## config.mk

```make
export PLATFORM = sky130hd
export DESIGN_NAME = quad_add_sub_top
export DESIGN_NICKNAME = d
export VERILOG_FILES = /design/src/rtl/quad_add_sub_top.sv
export SDC_FILE = /design/constraint.sdc
export NUM_CORES = 1
export LEC_CHECK = 0
export CAP_MARGIN = 20
export CELL_PAD_IN_SITES_DETAIL_PLACEMENT = 0
export CELL_PAD_IN_SITES_GLOBAL_PLACEMENT = 1
export CORE_AREA = 3 3 43 64
export DETAILED_ROUTE_END_ITERATION = 8
export DIE_AREA = 0 0 46 67
export PLACE_DENSITY = 0.72
export SYNTH_ARGS = -nofsm -noshare
export SYNTH_HDL_FRONTEND = slang
export SYNTH_SLANG_ARGS = --single-unit
```

## constraint.sdc

```tcl
create_clock -name clk -period 1.7 [get_ports clk]
set_input_delay 0.51 -clock clk [delete_from_list [all_inputs] [get_ports clk]]
set_output_delay 0.51 -clock clk [all_outputs]
set_load 0.02 [all_outputs]
```

## src/rtl/quad_add_sub_top.sv

```systemverilog
// quad_add_sub_top: two-stage pipeline computing (a+b) + (c+d) or (a+b) - (c+d), sign-extended.
// Define CAL_ABS_EN to make the subtract path return the zero-extended magnitude instead.
module quad_add_sub_top #(
    parameter int DATA_W = 2,
    parameter int OUT_W  = 8
) (
    input  logic              clk,
    input  logic              rst_n,
    input  logic              in_valid,
    input  logic [DATA_W-1:0] in_add_a,
    input  logic [DATA_W-1:0] in_add_b,
    input  logic [DATA_W-1:0] in_add_c,
    input  logic [DATA_W-1:0] in_add_d,
    input  logic              in_add_sub_sel,
    output logic              out_valid,
    output logic [OUT_W-1:0]  final_cal_out
);
    if (OUT_W < DATA_W + 3) begin : g_width_check
        $error("quad_add_sub_top: OUT_W must be at least DATA_W+3");
    end

    logic [DATA_W:0]  sum_ab, sum_cd;
    logic             sel1, v1;
    logic [OUT_W-1:0] ext_ab, ext_cd, add_res, sub_res, res;

    always_ff @(posedge clk or negedge rst_n) begin
        if (!rst_n) begin
            sum_ab <= '0;
            sum_cd <= '0;
            sel1   <= 1'b0;
            v1     <= 1'b0;
        end else begin
            v1 <= in_valid;
            if (in_valid) begin
                sum_ab <= {1'b0, in_add_a} + {1'b0, in_add_b};
                sum_cd <= {1'b0, in_add_c} + {1'b0, in_add_d};
                sel1   <= in_add_sub_sel;
            end
        end
    end

    // Two guard bits above the partial sums keep the difference exact in two's complement.
    assign ext_ab  = OUT_W'(sum_ab);
    assign ext_cd  = OUT_W'(sum_cd);
    assign add_res = ext_ab + ext_cd;
    assign sub_res = ext_ab - ext_cd;

    always_comb begin
`ifdef CAL_ABS_EN
        res = sel1 ? (sub_res[OUT_W-1] ? -sub_res : sub_res) : add_res;
`else
        res = sel1 ? sub_res : add_res;
`endif
    end

    always_ff @(posedge clk or negedge rst_n) begin
        if (!rst_n) begin
            out_valid     <= 1'b0;
            final_cal_out <= '0;
        end else begin
            out_valid <= v1;
            if (v1) final_cal_out <= res;
        end
    end
endmodule

```

==> Word level (Yosys, flattened, before mapping) <==
Cells that the tools add are included.
{ "classes": {"add_sub_neg": 4, "mux": 1} }
{ "ops": {"columns": ["op", "n"], "rows": [
  ["two-way mux 8 bit", 1],
  ["adder 2 x 2 -> 3 bit", 2],
  ["adder 3 x 3 -> 4 bit", 1],
  ["subtractor 3 x 3 -> 4 bit", 1]
]} }
{ "word_totals": {"reg_bits": 17, "input_bits": 12, "out_inout_bits": 9, "word_cells": 11} }

==> Depth between registers and ports, before layout <==
Gate-level depths: netlist (run 1).
{ "logic_depth": {"word_depth": 2, "mapped_depth": 7} }

==> Worst setup path after synthesis (run 1) <==
No wires, ideal clock.
{ "synth_timing": {"kind": "register -> register", "start": "register sum_ab[0]", "end": "register final_cal_out[2]", "arrival_time_ps": 1438, "slack_ps": 170, "path_stages_with_launch": 8, "path_buffers": 0, "path_cell_list": "dfrtp_1 inv_1 ha_1 inv_1 fa_1 and2_1 o21a_1 o31ai_2"} }
{ "synth_via": {"elab_chain_cells": 2, "word_cells_on_any_way": 3} }
{ "synth_lines": {"columns": ["item", "line", "text"], "rows": [
  ["start: declaration", "22", "logic [DATA_W:0] sum_ab, sum_cd;"],
  ["start signal: assignment", "35", "sum_ab <= {1'b0, in_add_a} + {1'b0, in_add_b};"],
  ["adder 3 x 3 -> 4 bit / subtractor 3 x 3 -> 4 bit (equally long branches)", "45, 46", null],
  ["two-way mux 8 bit *", "52", "res = sel1 ? sub_res : add_res;"],
  ["end signal: assignment", "62", "if (v1) final_cal_out <= res;"],
  ["end: declaration", "16", "output logic [OUT_W-1:0] final_cal_out"]
]} }
Every way passes the cells marked *; elsewhere a longest branch is shown, timed or not.
A chain may end at the register's enable or synchronous reset.

==> Worst setup path in the final report (run 1) <==
{ "layout_timing": {"start": "input port in_add_a[0]", "end": "register sum_ab[1]"} }
{ "layout_via": {"elab_chain_cells": 1} }
{ "layout_lines": {"columns": ["item", "line", "text"], "rows": [
  ["start: declaration", "10", "input logic [DATA_W-1:0] in_add_a,"],
  ["adder 2 x 2 -> 3 bit", "35", null]
]} }
No other way between the ends.

==> results.toml, run 1 <==
[status]
status = "complete, no violations"

[detailed_routing]
first_pass_iters = 2
drc_errors = 0
drt_iter0_markers = 11
viasPerCell = 4.708
route.detailed.wl_per_inst_um = 12.09
vias = 532
drt-total-wl_mm = 1.366
antenna_left = 0

[final_layout]
multiInputGateArea_um2 = 391.6
ff_latch_area_um2 = 350.3
area_delta_synth_final_pct = 30.88
nNetsFinal = 115
drive_gt1_share_pct = 16.67
nFillCells = 222
fin_area_mm2 = 0.001045
antennaDiodeCount = 0

[grt]
grt_max_degree = 15
antenna_found_initial = 0
grt_pass1_vias = 529
grt_pass1_wl_mm = 2.263
grt_usage_pct = 10.61
grt_overflow = 0

[setup_path]
rr_startpoint = "sum_ab[0]"
cpMaxStageDelayCell = "clkdlybuf4s50_1"
critPathLaunchType = "primary input"
crit_chain = "clkdlybuf4s50_1 > ha_2 > fa_1 > mux2_2"
r2r_slack_ns = 0.09
r2r_cells = 7
max_stage_delay_ns = 0.47
worstPathMaxFanout = 1
crit_type = "in2reg"
cp-end-kind = "flop"
crit_arrival_ns = 1.82
rr_endpoint = "final_cal_out[2]"
worst_ep_required_time_ns = 1.86

[yosys]
ys_async_sr_fraction_pct = 100.0
synth_top_cell_area_share_pct = 43.89
synth_warnings = 0
yosysTopAreaCell = "dfrtp_1"
netlist_area_um2 = 798.3
ys_seq_area_share_pct = 43.89
dominantRegCellSynth = "dfrtp_1"
avgSynthCellArea_um2 = 11.74
synth_edf_count = 0
ys_ff_latch = 14
syn-num-nets = 92
yosys-top-cells-count = "14 x dfrtp_1, 9 x inv_1, 8 x ha_1, 5 x nand2_1"
syn_inst = 68
yosysMostFrequentCell = "dfrtp_1"
ys_types = 21
synth_area_leaders = "dfrtp_1 44%, ha_1 13%, fa_1 10%"

[job]
cap_viol_max_count = 0

[floorplanning]
die_h_um = 67
die_area_mm2 = 0.003082
die_x_um = 46
rows = 21
start_util_pct = 35.33
core_area_mm2 = 0.002260
io_pins = 21

[sta]
timing.final.ws_setup_ns = 0.04353
period_share_pct = 97.44
fin_crit_ns = 1.656
fin_hold_ws_ns = 0.4928
finalClockSkew_ns = 0.01165
max-slew-margin-rel_pct = 80.26
drv_slew = 0
tns_ns = 0
final_hold_viol_count = 0
tightest_slew_ns = 0.2952
rsz0062_at_grt = "false"
fmax_mhz = 603.7
setup_viol = 0

[clocking]
cts_tree = "built"
cts_max_level = 1
post_cts_resized = 9
cts_setup_buffers = 0
cts-root-buf = "clkbuf_4"
ctsHoldBuffers = 0
clk_pin_slew_worst_paths_ns = 0.08
clk_path_buf_depth = 2
cts_buffers = 3
clock_latency_ns = 0.28
clkSinkCount = 14

[placement]
io_buffers = 20
dpl-instance-area_mm2 = 0.001015
dp_hpwl_mm = 1.130
post-place-ws_ns = -0.2485
place.gp.congestion = 0.6984

[power]
power_leakage_nw = 0.4996
power_density_mw_per_mm2 = 1006
vdd_ir_drop_max_mv = 0.5287

[hold_path]
whs_path_depth = 0
min_path_type = "reg2reg"
worstHoldStart = "v1"
hold_path_end = "out_valid"
[registers in the layout, summed over array words and instances (netlist names)]
name           count
final_cal_out      5
sum_ab             3
sum_cd             3
out_valid          1
sel1               1
v1                 1
[power by group]
part	switching (mW)	internal (mW)	total, mW
combinational	0.190	0.178	0.367
sequential	0.0506	0.393	0.444
clock	0.110	0.130	0.240
total	0.350	0.701	1.05
[through the flow]
stage | util [%] | std cells | power [mW]
after CTS | 46.01 | 113 | 1.069
after detailed placement | 44.91 | 109 | 0.8626
final | 46.23 | 113 | 1.051
after floorplan | - | 68 | 0.7037
after global routing | 46.23 | 113 | 1.131
after global placement | 44.91 | 109 | 0.8533
[placed cells by master (no fill, tap or decap), drive strengths merged]
master         count
mux2               4
o21ai              3
mux2i              3
ha                 8
clkbuf             4
nand2              5
nand3b             1
nand4b             1
and2               1
a21oi              1
a31oi              1
nor3               1
dlygate4sd2        9
clkdlybuf4s50     11
dfrtp             14
buf                2
o31ai              1
nand2b             1
a221o              1
inv                9
o21a               1
nor2               4
fa                 4
[worst max-delay path: cells and delay by family]
kind	cells	cell delay [ns]
fa+ha+maj	2	0.57
buf+inv	1	0.47
mux	1	0.26
[per-layer routing]
metal / vias up / track usage (%) / share of wire, %
li1: 266 / - / -
met1: 248 / 11.33 / 39
met2: 16 / 17.93 / 54
met3: 2 / 2.432 / 6.1
met4: 0 / 6.406 / 0.95
met5: - / 0 / 0
[area by class of cell]
type                       count  area share, %
clock buffer                   4          3.473
inverter                       9          3.234
multi-input combinational     41          37.49
sequential                    14          33.53
tap                           23          2.754
timing repair buffer          22          19.52
[cells by family after synthesis]
kind of cell,Yosys count,synth area share (%)
AND/OR/NAND/NOR,14,9.404
flip-flops,14,43.89
buffers and inverters,13,7.679
adder cells (fa/ha/maj),12,22.57
AO/OA/AOI/OAI,8,7.053
multiplexers,7,9.404
[worst max-delay path by stage]
stage | startpoint | to | slack (ns) | cells past startpoint
after floorplan | sum_ab[0] | final_cal_out[2] | 0.17 | 7
after global routing | sum_ab[0] | final_cal_out[2] | 0.007 | 7
after CTS | in_add_a[0] | sum_ab[1] | 0.05 | 4
after detailed placement | in_add_a[0] | sum_ab[1] | -0.25 | 4
final | in_add_a[0] | sum_ab[1] | 0.04 | 4
after global placement | in_add_a[0] | sum_ab[1] | -0.21 | 4
(Power assumes the default switching activity.)
==> run 2, diff against run 1 <==
--- a/config.mk
+++ b/config.mk
@@ -5,7 +5,6 @@
 export SDC_FILE = /design/constraint.sdc
 export NUM_CORES = 1
 export LEC_CHECK = 0
-export CAP_MARGIN = 20
 export CELL_PAD_IN_SITES_DETAIL_PLACEMENT = 0
 export CELL_PAD_IN_SITES_GLOBAL_PLACEMENT = 1
 export CORE_AREA = 3 3 43 64
==> results of run 2 <==
Final layout, timing and power as in run 1 (identical DEF).
==> run 3, diff against run 2 <==
--- a/config.mk
+++ b/config.mk
@@ -10,6 +10,7 @@
 export CORE_AREA = 3 3 43 64
 export DETAILED_ROUTE_END_ITERATION = 8
 export DIE_AREA = 0 0 46 67
+export GPL_TIMING_DRIVEN = 0
 export PLACE_DENSITY = 0.72
 export SYNTH_ARGS = -nofsm -noshare
 export SYNTH_HDL_FRONTEND = slang
==> results.toml, run 3 (synthesis results as in run 1) <==
[status]
status = "complete, no violations"

[placement]
numPlacedInstances = 111
place.gp.congestion = 0.6674
dp_hpwl_mm = 1.075
post-place-ws_ns = -0.2375
io_buffers = 20

[detailed_routing]
drt-total-wl_mm = 1.352
route.detailed.wl_per_inst_um = 11.66
drc_errors = 0
viasPerCell = 4.810
vias = 558
drt_iter0_markers = 5
antenna_left = 0
first_pass_iters = 2

[power]
finalPower_mw = 1.081
power_leakage_nw = 0.5121
power_density_mw_per_mm2 = 1018
vdd_ir_drop_max_mv = 0.4898

[final_layout]
drive_gt1_share_pct = 19.35
nNetsFinal = 118
area_delta_synth_final_pct = 33.07
final_cell_mix = "14 x dfrtp_1, 11 x clkdlybuf4s50_1, 8 x inv_1"
largest_register = "final_cal_out"
largest_reg_flops = 5
antennaDiodeCount = 0
instances_no_fill = 116
mostFrequentLayoutCell = "dfrtp_1"
reg_top3 = "final_cal_out: 5 flops, sum_ab: 3 flops, sum_cd: 3 flops"

[grt]
grt_overflow = 0
grt_max_degree = 15
grt_usage_pct = 10.11
grt_pass1_vias = 545
antenna_found_initial = 0
grt_pass1_wl_mm = 2.221

[floorplanning]
start_util_pct = 35.33
core_area_mm2 = 0.002260
rows = 21
die_area_mm2 = 0.003082
die_h_um = 67
io_pins = 21
die_x_um = 46

[sta]
finalClockSkew_ns = 0.0006772
tightest_slew_ns = 0.6306
setup_viol = 0
drv_slew = 0
fmax_mhz = 605.9
period_share_pct = 97.08
max-slew-margin-rel_pct = 57.83
fin_crit_ns = 1.650
final_hold_viol_count = 0
timing.final.ws_setup_ns = 0.04958

[clocking]
ctsHoldBuffers = 0
clk_path_buf_depth = 2
cts_max_level = 1
clkSinkCount = 14
cts_buffers = 3
clock_latency_ns = 0.28
cts-root-buf = "clkbuf_4"
clk_pin_slew_worst_paths_ns = 0.09
cts_tree = "built"

[setup_path]
critPathLaunchType = "flop"
max_stage_delay_ns = 0.42
crit_chain = "buf_4 > dlygate4sd2_1"
crit_type = "reg2out"
worst_ep_required_time_ns = 1.19
worstPathMaxFanout = 5
cpMaxStageDelayCell = "dfrtp_1"
crit_arrival_ns = 1.14
cp-end-kind = "output port"

[hold_path]
min_path_type = "reg2reg"

[job]
cap_viol_max_count = 0
run 3: changes by cell type in the layout (fill, tap and decap cells not counted), sizes merged:
cell           previous run  this run
buf                       2         6
clkdlybuf4s15             0         1
dlygate4sd2               9         7
run 3: worst max-delay path: cells and delay by family (launching register included):
| family | cells | cell delay, ns |
|---|---|---|
| flops | 1 | 0.42 |
| buf+inv | 2 | 0.45 |
run 3: per-stage QoR:
step	cell area (µm²)	hold WS, ns	TNS, ns	util (%)
after global routing	1062	0.5172	-0.0006188	47.01
after CTS	1052	0.5005	0	46.57
after global placement	1027	0.4777	-0.5617	45.46
final	1062	0.4930	0	47.01
after floorplan	798.3	0.2144	0	-
after detailed placement	1027	0.4825	-0.5984	45.46
run 3: where the power goes:
part / switching [mW] / internal [mW]
combinational: 0.192 / 0.202
clock: 0.111 / 0.130
sequential: 0.0527 / 0.393
total: 0.356 / 0.725
run 3: repair_timing:
action,CTS,global route
resized for setup,9,4
cloned,0,0
buffers inserted,0,1
setup endpoints to repair,9,4
run 3: per-layer routing:
layer / share of wire, % / track usage [%]
met4: 0.96 / 5.338
met2: 54 / 17.41
met1: 38 / 10.79
met3: 6.7 / 2.432
met5: 0 / 0
run 3: final cells by class:
type,count,area [µm²]
Timing Repair Buffer,21,196.4
Tap cell,23,28.78
Clock buffer,4,36.28
Inverter,9,33.78
Buffer,4,27.53
Multi-Input combinational cell,41,389.1
Fill cell,227,1197
Sequential cell,14,350.3
run 3: worst paths after layout:
path	start	end	slack (ns)	depth (start not counted)
setup reg to reg	sum_ab[0]	final_cal_out[2]	0.09	7
hold reg to reg	final_cal_out[2]	final_cal_out[2]	0.49	2
hold / removal	final_cal_out[2]	final_cal_out[2]	0.49	2
setup / recovery	final_cal_out[6]	final_cal_out[6]	0.05	2
min in group asynchronous	rst_n	v1	0.62	1
max in group asynchronous	rst_n	sum_ab[0]	0.68	1
